## src/rtl/banco_registros_pkg.sv

```systemverilog
// Shared definitions for the banco_registros register file: FSM state
// encoding, default geometry and the per-index reset value map.
package banco_registros_pkg;

    localparam int DEFAULT_N     = 16;
    localparam int DEFAULT_DEPTH = 4;

    // Controller states: normal operation, or walking through the register
    // file rewriting every entry with its reset value.
    typedef enum logic {
        IDLE    = 1'b0,
        RESTORE = 1'b1
    } state_t;

    // Reset value of entry 'index'. Only the two low bits can ever be
    // non-zero; callers zero-extend to the data width.
    function automatic logic [1:0] reset_value(input int unsigned index);
        case (index)
            0:       return 2'd2;
            1:       return 2'd1;
            default: return 2'd0;
        endcase
    endfunction

endpackage

```

## src/rtl/banco_restore_fsm.sv

```systemverilog
// IDLE/RESTORE controller for banco_registros. A clr request in IDLE starts
// a DEPTH-cycle sweep; idx names the entry rewritten in each RESTORE cycle.
// Write requests that cannot be honoured (clr cycle or any RESTORE cycle)
// are flagged on wr_drop in the same cycle.
module banco_restore_fsm
    import banco_registros_pkg::*;
#(
    parameter  int DEPTH = DEFAULT_DEPTH,
    localparam int A     = $clog2(DEPTH)
) (
    input  logic         clk,
    input  logic         rst,
    input  logic         clr,
    input  logic         we,
    output logic         busy,
    output logic [A-1:0] idx,
    output logic         restore_we,
    output logic         wr_drop
);

    state_t         state_q, state_d;
    logic   [A-1:0] idx_q, idx_d;

    // State and sweep index registers; reset parks the controller in IDLE.
    always_ff @(posedge clk or posedge rst) begin
        if (rst) begin
            state_q <= IDLE;
            idx_q   <= '0;
        end else begin
            state_q <= state_d;
            idx_q   <= idx_d;
        end
    end

    // Next-state, sweep progress and per-cycle control outputs.
    always_comb begin
        state_d    = state_q;
        idx_d      = idx_q;
        busy       = 1'b0;
        restore_we = 1'b0;
        wr_drop    = 1'b0;
        case (state_q)
            IDLE: begin
                if (clr) begin
                    // The write arriving with clr is discarded: the sweep
                    // would overwrite it anyway and it must not be half-applied.
                    state_d = RESTORE;
                    idx_d   = '0;
                    wr_drop = we;
                end
            end
            RESTORE: begin
                busy       = 1'b1;
                restore_we = 1'b1;
                wr_drop    = we;
                // clr is deliberately not looked at here: no restart.
                if (idx_q == A'(DEPTH - 1)) begin
                    state_d = IDLE;
                    idx_d   = '0;
                end else begin
                    idx_d = idx_q + 1'b1;
                end
            end
            default: begin
                state_d = IDLE;
                idx_d   = '0;
            end
        endcase
        // Nothing is considered dropped while the block is held in reset.
        wr_drop = wr_drop & ~rst;
    end

    assign idx = idx_q;

endmodule

```

## src/rtl/banco_registros.sv

```systemverilog
// banco_registros: DEPTH x N register file with one write port, two
// registered read ports and a clr-triggered sweep restoring the reset map
// (reg[0]=2, reg[1]=1, others 0).
// Build option: define BANCO_REGISTROS_BYPASS_EN for write-first reads
// (same-cycle committed data forwarded to a matching read port); otherwise
// reads are read-first and return pre-write contents.
module banco_registros
    import banco_registros_pkg::*;
#(
    parameter  int N     = DEFAULT_N,
    parameter  int DEPTH = DEFAULT_DEPTH,
    localparam int A     = $clog2(DEPTH)
) (
    input  logic         clk,
    input  logic         rst,
    input  logic         we,
    input  logic [A-1:0] wr_addr,
    input  logic [N-1:0] wr_data,
    input  logic [A-1:0] rd_addr_a,
    input  logic [A-1:0] rd_addr_b,
    input  logic         clr,
    output logic [N-1:0] rd_data_a,
    output logic [N-1:0] rd_data_b,
    output logic         busy,
    output logic         wr_drop
);

    logic [N-1:0]     regs_q [DEPTH];
    logic [N-1:0]     rst_word [DEPTH];
    logic [DEPTH-1:0] wr_hit;

    logic [A-1:0]     restore_idx;
    logic             restore_we;

    logic             commit_we;
    logic [A-1:0]     commit_addr;
    logic [N-1:0]     commit_data;

    logic [N-1:0]     rd_data_a_q, rd_data_a_d;
    logic [N-1:0]     rd_data_b_q, rd_data_b_d;

    banco_restore_fsm #(
        .DEPTH (DEPTH)
    ) u_restore_fsm (
        .clk        (clk),
        .rst        (rst),
        .clr        (clr),
        .we         (we),
        .busy       (busy),
        .idx        (restore_idx),
        .restore_we (restore_we),
        .wr_drop    (wr_drop)
    );

    // Per-entry constant reset value and write decode.
    for (genvar gi = 0; gi < DEPTH; gi++) begin : g_entry
        assign rst_word[gi] = N'(reset_value(gi));
        assign wr_hit[gi]   = commit_we && (commit_addr == A'(gi));
    end

    // Select the single write that lands this cycle: the sweep has priority,
    // a user write only lands in IDLE without a concurrent clr.
    always_comb begin
        commit_we   = 1'b0;
        commit_addr = wr_addr;
        commit_data = wr_data;
        if (restore_we) begin
            commit_we   = 1'b1;
            commit_addr = restore_idx;
            commit_data = rst_word[restore_idx];
        end else if (we && !clr && !busy) begin
            commit_we = 1'b1;
        end
    end

    // Storage array; asynchronous reset loads the full map at once, which
    // also aborts any sweep in progress with everything already restored.
    always_ff @(posedge clk or posedge rst) begin
        if (rst) begin
            for (int k = 0; k < DEPTH; k++) begin
                regs_q[k] <= rst_word[k];
            end
        end else begin
            for (int k = 0; k < DEPTH; k++) begin
                if (wr_hit[k]) begin
                    regs_q[k] <= commit_data;
                end
            end
        end
    end

    // Read data selection ahead of the output registers.
    always_comb begin
        rd_data_a_d = regs_q[rd_addr_a];
        rd_data_b_d = regs_q[rd_addr_b];
`ifdef BANCO_REGISTROS_BYPASS_EN
        if (commit_we && (commit_addr == rd_addr_a)) begin
            rd_data_a_d = commit_data;
        end
        if (commit_we && (commit_addr == rd_addr_b)) begin
            rd_data_b_d = commit_data;
        end
`endif
    end

    // Registered read ports: one cycle from address to data.
    always_ff @(posedge clk or posedge rst) begin
        if (rst) begin
            rd_data_a_q <= '0;
            rd_data_b_q <= '0;
        end else begin
            rd_data_a_q <= rd_data_a_d;
            rd_data_b_q <= rd_data_b_d;
        end
    end

    assign rd_data_a = rd_data_a_q;
    assign rd_data_b = rd_data_b_q;

endmodule

```

## config.mk

```make
export PLATFORM = sky130hd
export DESIGN_NAME = banco_registros
export DESIGN_NICKNAME = d
export VERILOG_FILES = /design/src/rtl/banco_registros_pkg.sv /design/src/rtl/banco_restore_fsm.sv /design/src/rtl/banco_registros.sv
export SDC_FILE = /design/constraint.sdc
export NUM_CORES = 1
export LEC_CHECK = 0
export CORE_UTILIZATION = 50
export DETAILED_ROUTE_END_ITERATION = 8
export PLACE_DENSITY = 0.74
export SYNTH_ARGS = -nofsm -noshare
export SYNTH_HDL_FRONTEND = slang
export SYNTH_HIERARCHICAL = 1
export SYNTH_SLANG_ARGS = --single-unit
```

## constraint.sdc

```tcl
create_clock -name clk -period 6.4 [get_ports clk]
set_input_delay 0.96 -clock clk [delete_from_list [all_inputs] [get_ports clk]]
set_output_delay 0.96 -clock clk [all_outputs]
set_load 0.01 [all_outputs]
```

==> results of run 1 <==
==> flip-flops by register name, indices dropped and copies added, names as in the netlist <==
register,count
regs_q,64
rd_data_a,16
rd_data_b,16
u_restore_fsm/idx,2
u_restore_fsm/state_q,1
==> metal layers <==
metal / routed length [um] / share of wire [%] / track usage, % / up-vias
li1: - / - / - / 1210
met1: 3840 / 41 / 30.91 / 1480
met2: 4941 / 52 / 41.13 / 101
met3: 615 / 6.5 / 4.509 / 7
met4: 72 / 0.76 / 5.303 / 0
met5: 0 / 0 / 0 / -
==> logic make-up after synthesis <==
group / synth area share, %
simple gates: 7.762
flops: 57.62
mux: 16.74
buf+inv: 3.081
compound gates: 14.51
fa+ha+maj: 0.2907
==> area by class of cell <==
cell class / instances / area [um^2]
Tap cell: 105 / 131.4
Clock inverter: 4 / 72.57
Fill cell: 633 / 3083
Clock buffer: 12 / 155.1
Inverter: 4 / 16.27
Multi-Input combinational cell: 160 / 1692
Sequential cell: 99 / 2480
Timing Repair Buffer: 64 / 628.1
==> where the power goes <==
| part | switching [mW] | internal [mW] |
|---|---|---|
| sequential | 0.0597 | 0.675 |
| combinational | 0.176 | 0.133 |
| clock | 0.204 | 0.241 |
==> cells in the mapped netlist <==
| library cell | number |
|---|---|
| clkbuf_1 | 6 |
| nor3b_2 | 1 |
| a21boi_2 | 4 |
| a2bb2oi_1 | 2 |
| nor2_2 | 1 |
| and2_1 | 7 |
| nor2_1 | 2 |
| dfstp_2 | 2 |
| nor3b_1 | 1 |
| a32o_1 | 12 |
| and2_4 | 1 |
| buf_4 | 1 |
| nand2b_1 | 1 |
| nand3_1 | 9 |
| or2_1 | 2 |
| or3b_1 | 1 |
| inv_1 | 4 |
| buf_6 | 2 |
| nor2b_1 | 14 |
| a22o_1 | 37 |
| o21ai_1 | 8 |
| nand3b_1 | 2 |
| mux4_2 | 32 |
| dfrtp_1 | 97 |
| ha_1 | 1 |
| a21oi_1 | 1 |
| buf_2 | 13 |
| o21ai_0 | 1 |
| o221a_1 | 6 |
| nand2_1 | 13 |
| nor4b_4 | 1 |
==> per-stage QoR <==
| stage | std cells | util [%] | total power, mW | setup WS [ns] |
|---|---|---|---|---|
| final | 448 | 62.67 | 1.488 | 3.031 |
| after global routing | 448 | 62.67 | 1.553 | 2.935 |
| after CTS | 448 | 62.67 | 1.494 | 3.025 |
| after detailed placement | 432 | 59.91 | 1.055 | 3.044 |
| after global placement | 432 | 59.91 | 1.047 | 3.056 |
| after floorplan | 285 | - | 0.9344 | 2.938 |
==> critical path: stages <==
cell,delay (ns)
clkdlybuf4s50_1,0.59
nor2_2,0.07
nor3b_1,0.22
clkdlybuf4s50_1,0.57
==> worst min path at each step <==
stage,end,slack (ns),cells past startpoint
after floorplan,regs_q[32],0.44,2
after global placement,regs_q[49],0.45,2
after detailed placement,regs_q[49],0.47,2
after CTS,regs_q[49],0.48,2
after global routing,regs_q[49],0.50,2
final,regs_q[32],0.48,2
==> placed cells by master, fill, tap and decap left out, types with 6 or more instances in the layout <==
master	netlist	routed
dfrtp_1	97	97
clkdlybuf4s50_1	0	59
a22o_1	37	37
mux4_2	32	32
nor2b_1	14	14
nand2_1	13	13
a32o_1	12	12
clkbuf_8	0	11
nand3_1	9	9
o21ai_1	8	8
and2_1	7	7
o221a_1	6	6
==> impl_metrics.toml, run 1 <==
[sta]
setup_tns_ns = 0
setup_violations = 0
fmax_mhz = 296.8
worst_slew_pin_slew_ns = 1.105
period_needed_ns = 3.369
whs_ns = 0.4758
hold_viol = 0
finalCritPeriodShare_pct = 52.64
finClkSkew_ns = 0.008956
maxSlewViolCount = 0
slew_headroom_pct = 26.32
rsz0062_at_grt = "false"

[worst_setup_path]
reg2reg_depth = 3
setup.worst_path.end = "wr_drop"
start_kind = "primary input"
r2r-end = "regs_q[56]"
cp-end-kind = "output pin"
crit_start = "clr"
worst-setup-path-type = "primary input to output pin"
rr_startpoint = "u_restore_fsm/state_q"
worst_ep_required_time_ns = 5.44
arrival_ns = 2.41
worstPathMaxFanout = 4
reg2reg_slack_ns = 3.85

[route]
drt_first_pass_iters = 4
via_per_inst = 6.246
wl_um = 9469
antenna_left = 0
drtIter0Drc = 202
drc_errors = 0
vias = 2798
post_drt_wl_per_cell_um = 21.14

[clock_tree]
h-tree-depth = 3
cts-resized-gates = 0
clk_latency_ns = 0.35
cts_tree = "done"
ctsHoldBuffers = 0
cts-root-buf = "clkbuf_8"
cts_sinks = 99
numCtsBuffers = 9
post_cts_buffers = 0
clockBufferDepth = 2
clk_pin_slew_worst_paths_ns = 0.08

[logic_synthesis]
synthesis.area_um2 = 4304
synthTopCellsByArea = "dfrtp_1, mux4_2, a22o_1"
syn_avg_cell_area_um2 = 15.10
synth_top_area_share_pct = 56.40
synth.net_count = 312
synth_seq_cells = 99
synth_cell_types = 31
yosysWarnings = 6
yosys.area.top_type = "dfrtp_1"
seq_area_frac_synth_pct = 57.62
synthCells = 285

[die]
die_area_um2 = 8983
die_height_um = 94.78
die_w_um = 94.78
ios = 60
start_util_pct = 52.12
rows = 33
core_um2 = 8258

[global_routing]
grt_max_degree = 84
grt_pass1_wl_um = 15440
antenna_found_initial = 0
gr-usage-all-layers_pct = 23.65
grt_pass1_vias = 2846
grt.overflow.total = 0

[power_and_ir_drop]
irDropWorstVdd_uv = 169.3
power_leakage_nw = 2.248
p_per_area_nw_per_um2 = 287.6

[cells_and_area]
final_nets = 365
postLayoutCellArea_um2 = 5175
syn_to_final_growth_pct = 20.23
drive_above_1_share_pct = 18.37
antenna_cells = 0

[worst_hold_path]
hold_path_class = "register to register"
worstHoldStart = "regs_q[32]"

[status]
status = "finished, final reports clean"

[placed_design]
port_buffers = 59
place_area_um2 = 4947
gp_congestion = 0.7634
place_hpwl_um = 5978

[job]
maxCapViolCount = 0
No activity file was read; power rests on OpenSTA's default activity.
==> run 2, diff against run 1 <==
- clock period: 6.4 -> 3.2 ns (I/O delays scaled with it)
==> impl_metrics.toml, run 2 (same netlist as run 1, synthesis figures left out) <==
[status]
status = "finished, final reports clean"

[global_routing]
grt.overflow.total = 0
grt_pass1_vias = 3106
grt_pass1_wl_um = 16380
antenna_found_initial = 0
gr-usage-all-layers_pct = 25.25
grt_max_degree = 46

[cells_and_area]
final_cell_mix = "dfrtp_1, clkdlybuf4s50_1, a22o_1, mux4_2, nor2b_1"
final_common_cell = "dfrtp_1"
drive_above_1_share_pct = 19.54
utilization_pct = 62.95
postLayoutCellArea_um2 = 5199
fill_cells = 606
largest_reg_flops = 64
final_nets = 370
antenna_cells = 0
syn_to_final_growth_pct = 20.78
largest_register = "regs_q"

[worst_setup_path]
worst-setup-path-type = "primary input to output pin"
worstPathMaxFanout = 4
cp_num_buf_inv = 2
cp_top_family = "buffers and inverters"
cp-end-kind = "output pin"
arrival_ns = 1.89
crit_path_max_incr_delay_ns = 0.59
start_kind = "primary input"
worst_ep_required_time_ns = 2.72
crit_top_cell = "clkdlybuf4s50_1"
crit_slowest_cell = "clkdlybuf4s50_1"
path_cells = "clkdlybuf4s50_1 > nor2_2 > nor3b_1 > clkdlybuf4s50_1"
reg2reg_slack_ns = 1.17

[clock_tree]
h-tree-depth = 3
clk_pin_slew_worst_paths_ns = 0.09
ctsHoldBuffers = 0
cts-root-buf = "clkbuf_8"
post_cts_buffers = 0
cts_tree = "done"
cts_sinks = 99
clockBufferDepth = 2
clk_latency_ns = 0.36
cts-resized-gates = 0
numCtsBuffers = 9

[power_and_ir_drop]
clkPwrFrac_pct = 27.7
irDropWorstVdd_uv = 282.9
p_per_area_nw_per_um2 = 558.5
intPower_mw = 2.012
switching_share_pct = 30.69
switchingPower_uw = 891.2
combinationalPowerShare_pct = 22.6
power_leakage_nw = 2.264
seqPwrFrac_pct = 49.7

[route]
vias = 2818
drc_errors = 0
post_drt_wl_per_cell_um = 21.59
wl_um = 9780
via_per_inst = 6.221
drtIter0Drc = 199
antenna_left = 0
drt_first_pass_iters = 4

[job]
maxCapViolCount = 0

[placed_design]
gp_congestion = 0.8371
place_hpwl_um = 6557
place_ws_ns = 0.8347
place_area_um2 = 4997
port_buffers = 59

[sta]
worst_slack_ns = 0.8307
setup_tns_ns = 0
maxSlewViolCount = 0
setup_violations = 0
worst_slew_pin_slew_ns = 0.8349
slew_headroom_pct = 44.01
rsz0062_at_grt = "false"
finClkSkew_ns = 0.005405
finalCritPeriodShare_pct = 74.04
fmax_mhz = 422.1
hold_viol = 0
period_needed_ns = 2.369

[die]
die_w_um = 94.78
die_height_um = 94.78
start_util_pct = 52.12
rows = 33
core_um2 = 8258
ios = 60
die_area_um2 = 8983

[worst_hold_path]
hold_path_class = "primary input to asynchronous set/reset pin"
[run 2: cell count changes in the layout (fill, tap and decap cells not counted), sizes merged]
| cell | delta |
|---|---|
| inv | +1 |
| bufinv | -1 |
| clkbuf | -1 |
| buf | +5 |
| clkinv | +1 |
[run 2: worst reg2reg max path: cells and delay by family (launching register included)]
kind                   cells  cell delay [ns]
AND/OR/NAND/NOR            1             0.46
AO/OA/AOI/OAI              2             0.57
flip-flops                 1             0.56
buffers and inverters      1             0.35
[run 2: layout make-up]
| cell class | count | area [um^2] | area share, % |
|---|---|---|---|
| flip-flops and latches | 99 | 2480 | 47.70 |
| clock inverters | 5 | 60.06 | 1.155 |
| well taps | 105 | 131.4 | 2.527 |
| multi-input cells | 160 | 1692 | 32.54 |
| repair buffers | 69 | 678.2 | 13.04 |
| clock buffers | 11 | 141.4 | 2.720 |
| inverters | 4 | 16.27 | 0.3129 |
[run 2: metal layers]
metal	GRT usage, %	routed length (um)	vias to the layer above
li1	-	-	1224
met1	32.62	3745	1477
met2	41.79	5273	109
met3	5.072	653	8
met4	10.48	108	0
met5	0	0	-
[run 2: path summary, 6_finish.rpt]
path | from | endpoint | cells after the start
max | clr | wr_drop | 4
min | rst | u_restore_fsm/state_q | 2
max reg2reg | u_restore_fsm/state_q | regs_q[51] | 4
min reg2reg | regs_q[32] | regs_q[32] | 2
max in group asynchronous | rst | regs_q[23] | 3
min in group clk | regs_q[32] | regs_q[32] | 2
[run 2: per-stage QoR]
step           total power, mW  hold WS (ns)  instances
3_5_place_dp             2.129        0.4570        437
5_1_grt                  3.047        0.3917        453
6_report                 2.904        0.3647        453
3_3_place_gp             2.106        0.4545        437
4_1_cts                  2.928        0.3488        453
2_1_floorplan            1.869        0.2336        285
[run 2: power groups by stage]
stage	clock network [mW]	registers, mW	logic (mW)
after CTS	0.820	1.44	0.666
after global routing	0.872	1.46	0.717
after global placement	0	1.46	0.649
after floorplan	0	1.45	0.415
final	0.805	1.44	0.656
after detailed placement	0	1.46	0.664
